===== config.mk =====
export PLATFORM = sky130hd
export DESIGN_NAME = ram_access_ctrl_flat
export DESIGN_NICKNAME = d
export VERILOG_FILES = /design/src/rtl/ram_access_ctrl_if.sv /design/src/rtl/ram_access_ctrl.sv /design/src/flat_wrapper.sv
export SDC_FILE = /design/constraint.sdc
export NUM_CORES = 1
export LEC_CHECK = 0
export ABC_AREA = 1
export BUFFER_PORTS_ARGS = -buffer_cell sky130_fd_sc_hd__buf_2
export CAP_MARGIN = 40
export CORE_ASPECT_RATIO = 1.5
export CORE_MARGIN = 5
export CORE_UTILIZATION = 49
export DETAILED_ROUTE_END_ITERATION = 12
export HOLD_SLACK_MARGIN = 0.06
export PLACE_DENSITY = 0.84
export SETUP_SLACK_MARGIN = 0.5
export SYNTH_ARGS = -nofsm -noshare
export SYNTH_HDL_FRONTEND = slang
export SYNTH_SLANG_ARGS = --single-unit

===== constraint.sdc =====
create_clock -name clk -period 2.8 [get_ports clk]
set_clock_uncertainty 0.2 [all_clocks]
set_input_delay 0.56 -clock clk [delete_from_list [all_inputs] [get_ports clk]]
set_output_delay 0.56 -clock clk [all_outputs]
set_load 0.1 [all_outputs]

===== src/rtl/ram_access_ctrl_if.sv =====
// Host-side request/response channels of ram_access_ctrl.
// The host drives the master modport and the controller uses the slave modport.
interface ram_access_ctrl_if #(
    parameter int AW = 4,
    parameter int DW = 8
);
    logic          req_valid;
    logic          req_ready;
    logic          req_write;
    logic [AW-1:0] req_addr;
    logic [DW-1:0] req_wdata;
    logic          rsp_valid;
    logic          rsp_ready;
    logic [DW-1:0] rsp_rdata;

    modport master (
        output req_valid, req_write, req_addr, req_wdata, rsp_ready,
        input  req_ready, rsp_valid, rsp_rdata
    );

    modport slave (
        input  req_valid, req_write, req_addr, req_wdata, rsp_ready,
        output req_ready, rsp_valid, rsp_rdata
    );
endinterface


===== src/rtl/ram_access_ctrl.sv =====
// Sole driver of a single-port synchronous RAM (1-cycle read latency); serves host reads/writes.
// Define RAM_ACCESS_CTRL_BIST_EN to compile in the pattern self-test.
module ram_access_ctrl #(
    parameter int AW = 4,
    parameter int DW = 8
) (
    input  logic             clk,
    input  logic             rst_n,
    ram_access_ctrl_if.slave host,
    output logic             ram_we,
    output logic [AW-1:0]    ram_addr,
    output logic [DW-1:0]    ram_din,
    input  logic [DW-1:0]    ram_dout,
    input  logic             bist_start,
    output logic             bist_busy,
    output logic             bist_done,
    output logic             bist_fail,
    output logic [AW-1:0]    bist_fail_addr
);

    typedef enum logic [2:0] {
        IDLE,
        WR,
        RD,
        CAP,
        RSP
`ifdef RAM_ACCESS_CTRL_BIST_EN
        ,
        BIST_WR,
        BIST_RD,
        BIST_CAP
`endif
    } state_e;

    state_e        state_q, state_d;
    logic          req_ready_q, req_ready_d;
    logic          rsp_valid_q, rsp_valid_d;
    logic [DW-1:0] rsp_rdata_q, rsp_rdata_d;
    logic          ram_we_q, ram_we_d;
    logic [AW-1:0] ram_addr_q, ram_addr_d;
    logic [DW-1:0] ram_din_q, ram_din_d;

`ifdef RAM_ACCESS_CTRL_BIST_EN
    logic          ph_q, ph_d;
    logic          busy_q, busy_d;
    logic          done_q, done_d;
    logic          fail_q, fail_d;
    logic [AW-1:0] fail_addr_q, fail_addr_d;
    logic [AW-1:0] addr_nxt;

    // Pattern alternates 01 pairs so adjacent bits differ, then folds in the address.
    function automatic logic [DW-1:0] bist_pattern(input logic [AW-1:0] a);
        logic [DW-1:0] base;
        base = {(DW/2){2'b01}};
        return base ^ DW'(a);
    endfunction

    assign addr_nxt = ram_addr_q + AW'(1);
`else
    logic bist_start_unused;
    assign bist_start_unused = bist_start;
`endif

    always_ff @(posedge clk or negedge rst_n) begin
        if (!rst_n) begin
            state_q     <= IDLE;
            req_ready_q <= 1'b1;
            rsp_valid_q <= 1'b0;
            rsp_rdata_q <= '0;
            ram_we_q    <= 1'b0;
            ram_addr_q  <= '0;
            ram_din_q   <= '0;
`ifdef RAM_ACCESS_CTRL_BIST_EN
            ph_q        <= 1'b0;
            busy_q      <= 1'b0;
            done_q      <= 1'b0;
            fail_q      <= 1'b0;
            fail_addr_q <= '0;
`endif
        end else begin
            state_q     <= state_d;
            req_ready_q <= req_ready_d;
            rsp_valid_q <= rsp_valid_d;
            rsp_rdata_q <= rsp_rdata_d;
            ram_we_q    <= ram_we_d;
            ram_addr_q  <= ram_addr_d;
            ram_din_q   <= ram_din_d;
`ifdef RAM_ACCESS_CTRL_BIST_EN
            ph_q        <= ph_d;
            busy_q      <= busy_d;
            done_q      <= done_d;
            fail_q      <= fail_d;
            fail_addr_q <= fail_addr_d;
`endif
        end
    end

    always_comb begin
        state_d     = state_q;
        req_ready_d = req_ready_q;
        rsp_valid_d = rsp_valid_q;
        rsp_rdata_d = rsp_rdata_q;
        ram_we_d    = ram_we_q;
        ram_addr_d  = ram_addr_q;
        ram_din_d   = ram_din_q;
`ifdef RAM_ACCESS_CTRL_BIST_EN
        ph_d        = ph_q;
        busy_d      = busy_q;
        done_d      = 1'b0;
        fail_d      = fail_q;
        fail_addr_d = fail_addr_q;
`endif

        unique case (state_q)
            IDLE: begin
`ifdef RAM_ACCESS_CTRL_BIST_EN
                if (bist_start) begin
                    state_d     = BIST_WR;
                    req_ready_d = 1'b0;
                    busy_d      = 1'b1;
                    fail_d      = 1'b0;
                    fail_addr_d = '0;
                    ph_d        = 1'b0;
                    ram_we_d    = 1'b1;
                    ram_addr_d  = '0;
                    ram_din_d   = bist_pattern('0);
                end else
`endif
                if (host.req_valid) begin
                    req_ready_d = 1'b0;
                    ram_addr_d  = host.req_addr;
                    if (host.req_write) begin
                        state_d   = WR;
                        ram_we_d  = 1'b1;
                        ram_din_d = host.req_wdata;
                    end else begin
                        state_d = RD;
                    end
                end
            end
            WR: begin
                ram_we_d    = 1'b0;
                req_ready_d = 1'b1;
                state_d     = IDLE;
            end
            // Address is on the pins this cycle; data appears next cycle.
            RD: state_d = CAP;
            CAP: begin
                rsp_rdata_d = ram_dout;
                rsp_valid_d = 1'b1;
                state_d     = RSP;
            end
            RSP: begin
                if (host.rsp_ready) begin
                    rsp_valid_d = 1'b0;
                    req_ready_d = 1'b1;
                    state_d     = IDLE;
                end
            end
`ifdef RAM_ACCESS_CTRL_BIST_EN
            // Phase 0 drives the write strobe, phase 1 is the idle half of the 2-cycle slot.
            BIST_WR: begin
                if (!ph_q) begin
                    ram_we_d = 1'b0;
                    ph_d     = 1'b1;
                end else if (ram_addr_q == '1) begin
                    state_d    = BIST_RD;
                    ram_addr_d = '0;
                    ph_d       = 1'b0;
                end else begin
                    ram_we_d   = 1'b1;
                    ram_addr_d = addr_nxt;
                    ram_din_d  = bist_pattern(addr_nxt);
                    ph_d       = 1'b0;
                end
            end
            BIST_RD: state_d = BIST_CAP;
            BIST_CAP: begin
                if (!ph_q) begin
                    ph_d = 1'b1;
                    if ((ram_dout != bist_pattern(ram_addr_q)) && !fail_q) begin
                        fail_d      = 1'b1;
                        fail_addr_d = ram_addr_q;
                    end
                end else begin
                    ph_d = 1'b0;
                    if (ram_addr_q == '1) begin
                        state_d     = IDLE;
                        done_d      = 1'b1;
                        busy_d      = 1'b0;
                        req_ready_d = 1'b1;
                    end else begin
                        state_d    = BIST_RD;
                        ram_addr_d = addr_nxt;
                    end
                end
            end
`endif
            default: state_d = IDLE;
        endcase
    end

    assign host.req_ready = req_ready_q;
    assign host.rsp_valid = rsp_valid_q;
    assign host.rsp_rdata = rsp_rdata_q;
    assign ram_we         = ram_we_q;
    assign ram_addr       = ram_addr_q;
    assign ram_din        = ram_din_q;

`ifdef RAM_ACCESS_CTRL_BIST_EN
    assign bist_busy      = busy_q;
    assign bist_done      = done_q;
    assign bist_fail      = fail_q;
    assign bist_fail_addr = fail_addr_q;
`else
    assign bist_busy      = 1'b0;
    assign bist_done      = 1'b0;
    assign bist_fail      = 1'b0;
    assign bist_fail_addr = '0;
`endif

endmodule


===== src/flat_wrapper.sv =====
// flat-port wrapper written by rule: the top's interface ports become plain ports
module ram_access_ctrl_flat 
#(
    parameter int AW = 4,
    parameter int DW = 8
)
  (clk, rst_n, ram_we, ram_addr, ram_din, ram_dout, bist_start, bist_busy, bist_done, bist_fail, bist_fail_addr, host_req_valid, host_req_write, host_req_addr, host_req_wdata, host_rsp_ready, host_req_ready, host_rsp_valid, host_rsp_rdata);
  ram_access_ctrl_if #(.AW(AW), .DW(DW)) host_i ();
  input  logic clk;
  input  logic rst_n;
  output logic ram_we;
  output logic [AW-1:0] ram_addr;
  output logic [DW-1:0] ram_din;
  input  logic [DW-1:0] ram_dout;
  input  logic bist_start;
  output logic bist_busy;
  output logic bist_done;
  output logic bist_fail;
  output logic [AW-1:0] bist_fail_addr;
  input wire logic [$bits(host_i.req_valid)-1:0] host_req_valid;
  input wire logic [$bits(host_i.req_write)-1:0] host_req_write;
  input wire logic [$bits(host_i.req_addr)-1:0] host_req_addr;
  input wire logic [$bits(host_i.req_wdata)-1:0] host_req_wdata;
  input wire logic [$bits(host_i.rsp_ready)-1:0] host_rsp_ready;
  output wire logic [$bits(host_i.req_ready)-1:0] host_req_ready;
  output wire logic [$bits(host_i.rsp_valid)-1:0] host_rsp_valid;
  output wire logic [$bits(host_i.rsp_rdata)-1:0] host_rsp_rdata;
  assign host_i.req_valid = host_req_valid;
  assign host_i.req_write = host_req_write;
  assign host_i.req_addr = host_req_addr;
  assign host_i.req_wdata = host_req_wdata;
  assign host_i.rsp_ready = host_rsp_ready;
  assign host_req_ready = host_i.req_ready;
  assign host_rsp_valid = host_i.rsp_valid;
  assign host_rsp_rdata = host_i.rsp_rdata;
  ram_access_ctrl #(.AW(AW), .DW(DW)) u_core (.clk(clk), .rst_n(rst_n), .host(host_i), .ram_we(ram_we), .ram_addr(ram_addr), .ram_din(ram_din), .ram_dout(ram_dout), .bist_start(bist_start), .bist_busy(bist_busy), .bist_done(bist_done), .bist_fail(bist_fail), .bist_fail_addr(bist_fail_addr));
endmodule

==> key figures, run 1 <==
Outcome
  • Outcome: finished clean

Clock network
  • Post-CTS Repair Setup Buffers: 0
  • Reg clk slew, reported paths: 0.13 ns
  • H-Tree Level Count: 1
  • CTS sink cnt: 26
  • CTS buffer count: 3
  • Skew-Pair Late Insertion Delay: 0.31 ns
  • Clock Tree Buf Depth: 2
  • CTS tree: built
  • Cts repair resizes: 0
  • CTS root buffer: clkbuf_4

Finish
  • Most frequent cells in the layout: 47 x buf_2, 43 x nand2_1, 25 x dfrtp_1
  • Util after Layout: 60.4%
  • Total Nets Final: 204
  • Register Area: 652 um2
  • Filler cells: 244
  • Combined area of the multi-input logic cells: around 420 um2
  • Antenna cells: 0
  • Share of layout cells above drive strength 1: a little over a third
  • Synthesis-to-layout area growth: 20.2%
  • Final Cell Area: about 1400 um2
  • Most common library cell in the layout ignoring fill and taps: buf_2

Worst setup path
  • Slowest CP cell: dfstp_2
  • Worst path cell trace: buf_2
  • Critical Path RT: 2.04 ns
  • CP peak stage delay: 0.55 ns
  • Crit path max-delay family: flip-flops
  • CP Max Fanout: 2
  • Worst path bufs/invs: 1
  • Critical path arrival: 1.28 ns
  • Setup Crit Path Kind: reg2out
  • Crit. End Element: primary output
  • Setup crit start kind: register

Timing
  • Slew headroom: ~63%
  • Measured slew at the worst slew-check pin: 0.559 ns
  • Max Freq: about 0.49 GHz
  • Final period utilization: 72.7%
  • Final setup fails: 0
  • Min Tclk post-route: 2.04 ns
  • Pins Over Slew Limit: 0
  • Unrepaired setup endpoints after global routing: false
  • Final TNS setup: 0 ns
  • Final hold viol count: 0

Logic synthesis
  • Synth area leader: dfrtp_1
  • Synth warnings: 0
  • Ranking of synthesized cells by area: dfrtp_1 52%, nand2_1 13%, nand3_2 5.0%, buf_4 5.0%, inv_1 4.7%
  • Mapped Area: 1200 um2
  • Synth cell types: 18
  • Syn avg cell area: a little over 9 um2
  • Synthesized flop and latch total: 26
  • Synth top area share: 52.0%
  • Register area share after synthesis: between 50% and 60%
  • Synth Instances: 129

Placement
  • Routability cong.: about 0.72
  • PortBufs: 47
  • Dpl hpwl: approximately 1900 um
  • Dpl cell area: between 1000 and 1500 um2

Route
  • Post-route DRC violation count: 0
  • Drt first pass iters: 4
  • Total number of vias: 966
  • Post-route ant nets: 0
  • Initial detailed-routing violation count: 15
  • Vias/cell: 4.81
  • Routed WL: 2310 um
  • WL per Instance: about 12 um

Flow run
  • MaxCap Viol Count: 0

Min path
  • Hold Path Class: in2reg

Floorplanning
  • Initial Utilization: 50.3%
  • Die Wd: 50.5 um
  • Area of the core: 2390 um2
  • Num ports: 56
  • Die height: approximately 71 um
  • Die Footprint: 3570 um2
  • Std cell rows: 22

Global routing
  • Global-route wire length before repair: 3690 um
  • Vias in the first global route: 879
  • GR Overflow Total: 0
  • Antenna violations before repair: 0
  • Largest net degree at the start of global routing: 27
  • Gr usage total: 12.5%
## flip-flops by register name (all words and copies together), names as in the netlist
name	cells
u_core.host.rsp_rdata	8
u_core.ram_addr	4
u_core.host.rsp_valid	1
u_core.ram_din	8
u_core.host.req_ready	1
u_core.ram_we	1
u_core.state_q	3
## cell usage after synthesis
cell type  instances
a21oi_1            2
buf_12             1
buf_4              8
buf_6              1
conb_1             1
dfrtp_1           25
dfstp_2            1
inv_1             15
inv_6              1
nand2_1           43
nand2_4            1
nand3_1            6
nand3_2            6
nand3_4            2
nand4_1            1
nor2_1             3
nor2_4             1
o21ai_0           11
## area by class of cell
class,count,area share [%]
Inverter,16,4.50
Tap cell,24,2.08
Multi-Input combinational cell,83,28.9
Timing Repair Buffer,48,17.0
Clock buffer,4,2.51
Sequential cell,26,45.1
## tightest hold or removal path, stage by stage
cell,delay (ns)
buf_2,0.08
nand2_1,0.04
nand2_1,0.04
## final timing paths
kind                                                    from                                    to  slack, ns  cells after the start
setup / recovery           u_core.host.req_ready$_DFFE_PN1P_                        host_req_ready       0.76                      1
hold / removal                              host_req_addr[1]        u_core.ram_addr[1]$_DFFE_PN0P_       0.24                      3
setup reg to reg               u_core.state_q[0]$_DFFE_PN0P_         u_core.ram_din[6]$_DFFE_PN0P_       1.32                      6
hold reg to reg            u_core.host.req_ready$_DFFE_PN1P_     u_core.host.req_ready$_DFFE_PN1P_       0.28                      2
max in group asynchronous                              rst_n  u_core.host.rsp_rdata[2]$_DFFE_PN0P_       1.48                      2
min in group asynchronous                              rst_n         u_core.ram_din[7]$_DFFE_PN0P_       0.55                      2
## logic make-up after synthesis
logic type,Yosys count,share of synthesized area [%]
AO/OA/AOI/OAI,13,5.41
flip-flops,26,54.2
AND/OR/NAND/NOR,63,27.1
other,1,0.312
buffers and inverters,26,13.0
## routing by layer
metal  GRT usage [%]  wire length (um)  vias to the layer above
li1                -                 -                      484
met4           0.852                 0                        0
met2            22.4              1190                       45
met1            14.7               869                      437
met5               0                 0                        -
met3            4.42               250                        0
## per-stage QoR
| stage | setup slack, ns | std cells | hold slack (ns) |
|---|---|---|---|
| after floorplan | 1.14 | 135 | 0.0644 |
| after global placement | 1.11 | 196 | 0.247 |
| after detailed placement | 1.11 | 196 | 0.254 |
| after CTS | 0.749 | 201 | 0.241 |
| after global routing | 0.704 | 201 | 0.238 |
| final | 0.764 | 201 | 0.244 |
## what timing repair did
item	4_1_cts	5_1_grt
hold buffers	1	0
hold endpoints to repair	25	0
endpoints found under the setup margin	0	0
Power of run 1 is left out: the tool's default activity adds up to more than one toggle a clock period on the data nets, which glitch-free logic cannot reach.
==> run 2: changes to the inputs <==
--- a/config.mk
+++ b/config.mk
@@ -5,15 +5,15 @@
 export SDC_FILE = /design/constraint.sdc
 export NUM_CORES = 1
 export LEC_CHECK = 0
-export ABC_AREA = 1
+export ABC_AREA = 0
 export BUFFER_PORTS_ARGS = -buffer_cell sky130_fd_sc_hd__buf_2
 export CAP_MARGIN = 40
 export CORE_ASPECT_RATIO = 1.5
 export CORE_MARGIN = 5
-export CORE_UTILIZATION = 49
+export CORE_UTILIZATION = 44
 export DETAILED_ROUTE_END_ITERATION = 12
 export HOLD_SLACK_MARGIN = 0.06
-export PLACE_DENSITY = 0.84
+export PLACE_DENSITY = 0.78
 export SETUP_SLACK_MARGIN = 0.5
 export SYNTH_ARGS = -nofsm -noshare
 export SYNTH_HDL_FRONTEND = slang
==> constraint.sdc (replaced) <==
create_clock -name clk -period 2 [get_ports clk]
set_clock_uncertainty 0.2 [all_clocks]
set_input_delay 0.4 -clock clk [delete_from_list [all_inputs] [get_ports clk]]
set_output_delay 0.4 -clock clk [all_outputs]
set_load 0.1 [all_outputs]
==> run 2 against run 1 <==
  * Setup slack worse by 0.42 ns
  * Critical endpoint unchanged
  * Sequential share of layout area fell by 11 points
  * Register-to-register slack lost 0.97 ns
  * Critical path type unchanged
==> key figures, run 2 <==
Outcome
  • Outcome: finished clean

Worst setup path
  • Worst path bufs/invs: 1 (unchanged)
  • Crit path max-delay family: flip-flops
  • CP peak stage delay: 0.58 ns (+0.03 ns)
  • Setup Crit Path Kind: reg2out
  • Reg2reg start: u_core.state_q[0]$_DFFE_PN0P_
  • Setup crit start kind: register
  • Worst path cell trace: buf_12
  • CP Launch Point: u_core.host.req_ready$_DFFE_PN1P_
  • Slowest CP cell: dfstp_2
  • Critical path arrival: 1.05 ns (-0.23 ns)
  • R2R cell count: 3 (-3)
  • Critical Path RT: 1.40 ns (-0.64 ns)
  • CP Depth: 1 (unchanged)
  • Crit. End Element: primary output
  • CP Max Fanout: 2 (unchanged)

Floorplanning
  • Num ports: 56 (unchanged)
  • Area of the core: 2450 um2 (+2.3%)
  • Std cell rows: 22 (unchanged)
  • Die Wd: 51.4 um (+1.8%)
  • Die height: 72.1 um (+1.9%)
  • Initial Utilization: 46.1% (-4.1 points)
  • Die Footprint: 3700 um2 (+3.8%)

Finish
  • Antenna cells: 0 (unchanged)
  • Most frequent cells in the layout: 24 x buf_2, 23 x buf_12, 21 x dfrtp_1
  • Total Nets Final: 173 (-15%)
  • Share of layout cells above drive strength 1: 67.1% (+32 points)
  • Synthesis-to-layout area growth: 69.3%
  • Most common library cell in the layout ignoring fill and taps: buf_2
  • Register Area: 657 um2 (+0.77%)
  • Filler cells: 165 (-32%)
  • Combined area of the multi-input logic cells: 452 um2 (+8.1%)

Logic synthesis
  • Synth Instances: 80 (-38%)
  • Main synth FF type: dfrtp_1
  • Synth warnings: 0 (unchanged)
  • Post-synth EDFFs: 0 (unchanged)
  • Synth cell types: 19 (+1)
  • Ys async rst share: 100% (unchanged)
  • Synth top area share: 55.4% (+3.4 points)
  • Synth cell count leaders: 25 x dfrtp_1, 12 x mux2_2, 8 x mux2_4
  • Ranking of synthesized cells by area: dfrtp_1 55%, mux2_2 12%, mux2_4 11%, buf_4 4.7%, dfstp_2 2.3%
  • Synthesized flop and latch total: 26 (unchanged)
  • Most common cell in the netlist: dfrtp_1
  • Syn avg cell area: 14.1 um2 (+51%)
  • Mapped Area: 1130 um2 (-6.1%)
  • Synth area leader: dfrtp_1
  • Register area share after synthesis: 57.7% (+3.5 points)

Clock network
  • H-Tree Level Count: 1 (unchanged)
  • CTS root buffer: clkbuf_4
  • Reg clk slew, reported paths: 0.14 ns (about the same)
  • Skew-Pair Late Insertion Delay: 0.31 ns (about the same)
  • Clock Tree Buf Depth: 2 (unchanged)
  • CTS tree: built
  • CTS buffer count: 3 (unchanged)
  • CTS sink cnt: 26 (unchanged)

Timing
  • Max Freq: 0.605 GHz
  • Min Tclk post-route: 1.65 ns
  • Final hold viol count: 0 (unchanged)
  • Slew headroom: 61.8% (-0.97 points)
  • Final period utilization: 82.7%
  • WHS: 0.103 ns (-0.141 ns)
  • Final TNS setup: 0 ns (unchanged)
  • Measured slew at the worst slew-check pin: 0.573 ns (+0.0146 ns)
  • Pins Over Slew Limit: 0 (unchanged)
  • Final WS setup: 0.346 ns (-0.418 ns)
  • Final setup fails: 0 (unchanged)
  • Unrepaired setup endpoints after global routing: true

Min path
  • Hold path startpoint: host_req_wdata[5]
  • Hold path cells: 2 (-1)
  • Hold Path Class: in2reg

Global routing
  • GR Overflow Total: 0 (unchanged)
  • Largest net degree at the start of global routing: 27 (unchanged)
  • Gr usage total: 16.3% (+3.8 points)
  • Vias in the first global route: 954 (+8.5%)
  • Antenna violations before repair: 0 (unchanged)
  • Global-route wire length before repair: 4530 um (+23%)

Route
  • Post-route DRC violation count: 0 (unchanged)
  • Routed WL: 2820 um (+22%)
  • WL per Instance: 16.6 um (+44%)
  • Vias/cell: 5.01 (+4.2%)
  • Initial detailed-routing violation count: 12 (-3)
  • Drt first pass iters: 2 (-2)
  • Post-route ant nets: 0 (unchanged)
  • Total number of vias: 851 (-12%)

Placement
  • PortBufs: 47 (unchanged)
  • Dpl hpwl: 1740 um (-9.0%)
  • Routability cong.: 0.721 (+0.31%)
  • Pre-CTS setup slack: 0.301 ns (-0.814 ns)

Flow run
  • MaxCap Viol Count: 0 (unchanged)
[run 2: cell count changes in the layout (fill, tap and decap cells not counted), moves of 4 or more]
cell	before	now
nand3_2	6	0
mux2_4	0	12
buf_2	47	24
buf_12	0	23
nand2_1	43	1
dfrtp_1	25	21
dfrtp_2	0	4
buf_4	0	12
o21ai_0	11	3
mux2_2	0	8
nand3_1	6	0
inv_1	15	3
buf_6	0	5
[run 2: through the flow]
stage,instances,instance area [um2],util [%]
floorplan,86,1150,-
CTS,163,1800,73.5
finish,170,1910,78.1
detailed placement,149,1350,55.2
global route,170,1910,78.1
global placement,149,1350,55.2
[run 2: routing by layer]
metal | vias up | GRT usage, % | share of wire, %
li1 | 389 | - | -
met3 | 2 | 4.11 | 6.0
met1 | 431 | 17.7 | 35
met2 | 29 | 30.2 | 59
met4 | 0 | 5.25 | 0.57
met5 | - | 0 | 0
[run 2: timing repair]
| action | 4_1_cts | 5_1_grt |
|---|---|---|
| setup buffers | 9 | 7 |
| pin swaps | 3 | 4 |
| hold buffers | 1 | 0 |
| endpoints found under the hold margin | 25 | 0 |
| gates resized for setup | 96 | 13 |
| endpoints found under the setup margin | 44 | 45 |
[run 2: worst paths after layout]
| check | end | slack (ns) |
|---|---|---|
| setup / recovery | host_req_ready | 0.35 |
| min in group asynchronous | u_core.ram_din[6]$_DFFE_PN0P_ | 0.39 |
| hold reg to reg | u_core.host.req_ready$_DFFE_PN1P_ | 0.33 |
| max in group asynchronous | u_core.state_q[2]$_DFFE_PN0P_ | 0.79 |
| setup reg to reg | u_core.ram_din[4]$_DFFE_PN0P_ | 0.35 |
| hold / removal | u_core.ram_din[5]$_DFFE_PN0P_ | 0.10 |
[run 2: area by class of cell]
cell class	count	area share [%]
Multi-Input combinational cell	48	23.6
Timing Repair Buffer	65	38.5
Clock buffer	4	1.37
Sequential cell	26	34.3
Tap cell	24	1.57
Inverter	3	0.589
[run 2: cells by family (layout without fill, tap and decap cells)]
family | after synthesis | after routing | share of synthesized area, %
flip-flops | 26 | 26 | 57.7
multiplexers | 20 | 20 | 22.6
AND/OR/NAND/NOR | 12 | 12 | 7.53
buffers and inverters | 12 | 72 | 7.64
AO/OA/AOI/OAI | 9 | 9 | 4.21
other | 1 | 7 | 0.332
Power of run 2 is left out for the same reason.
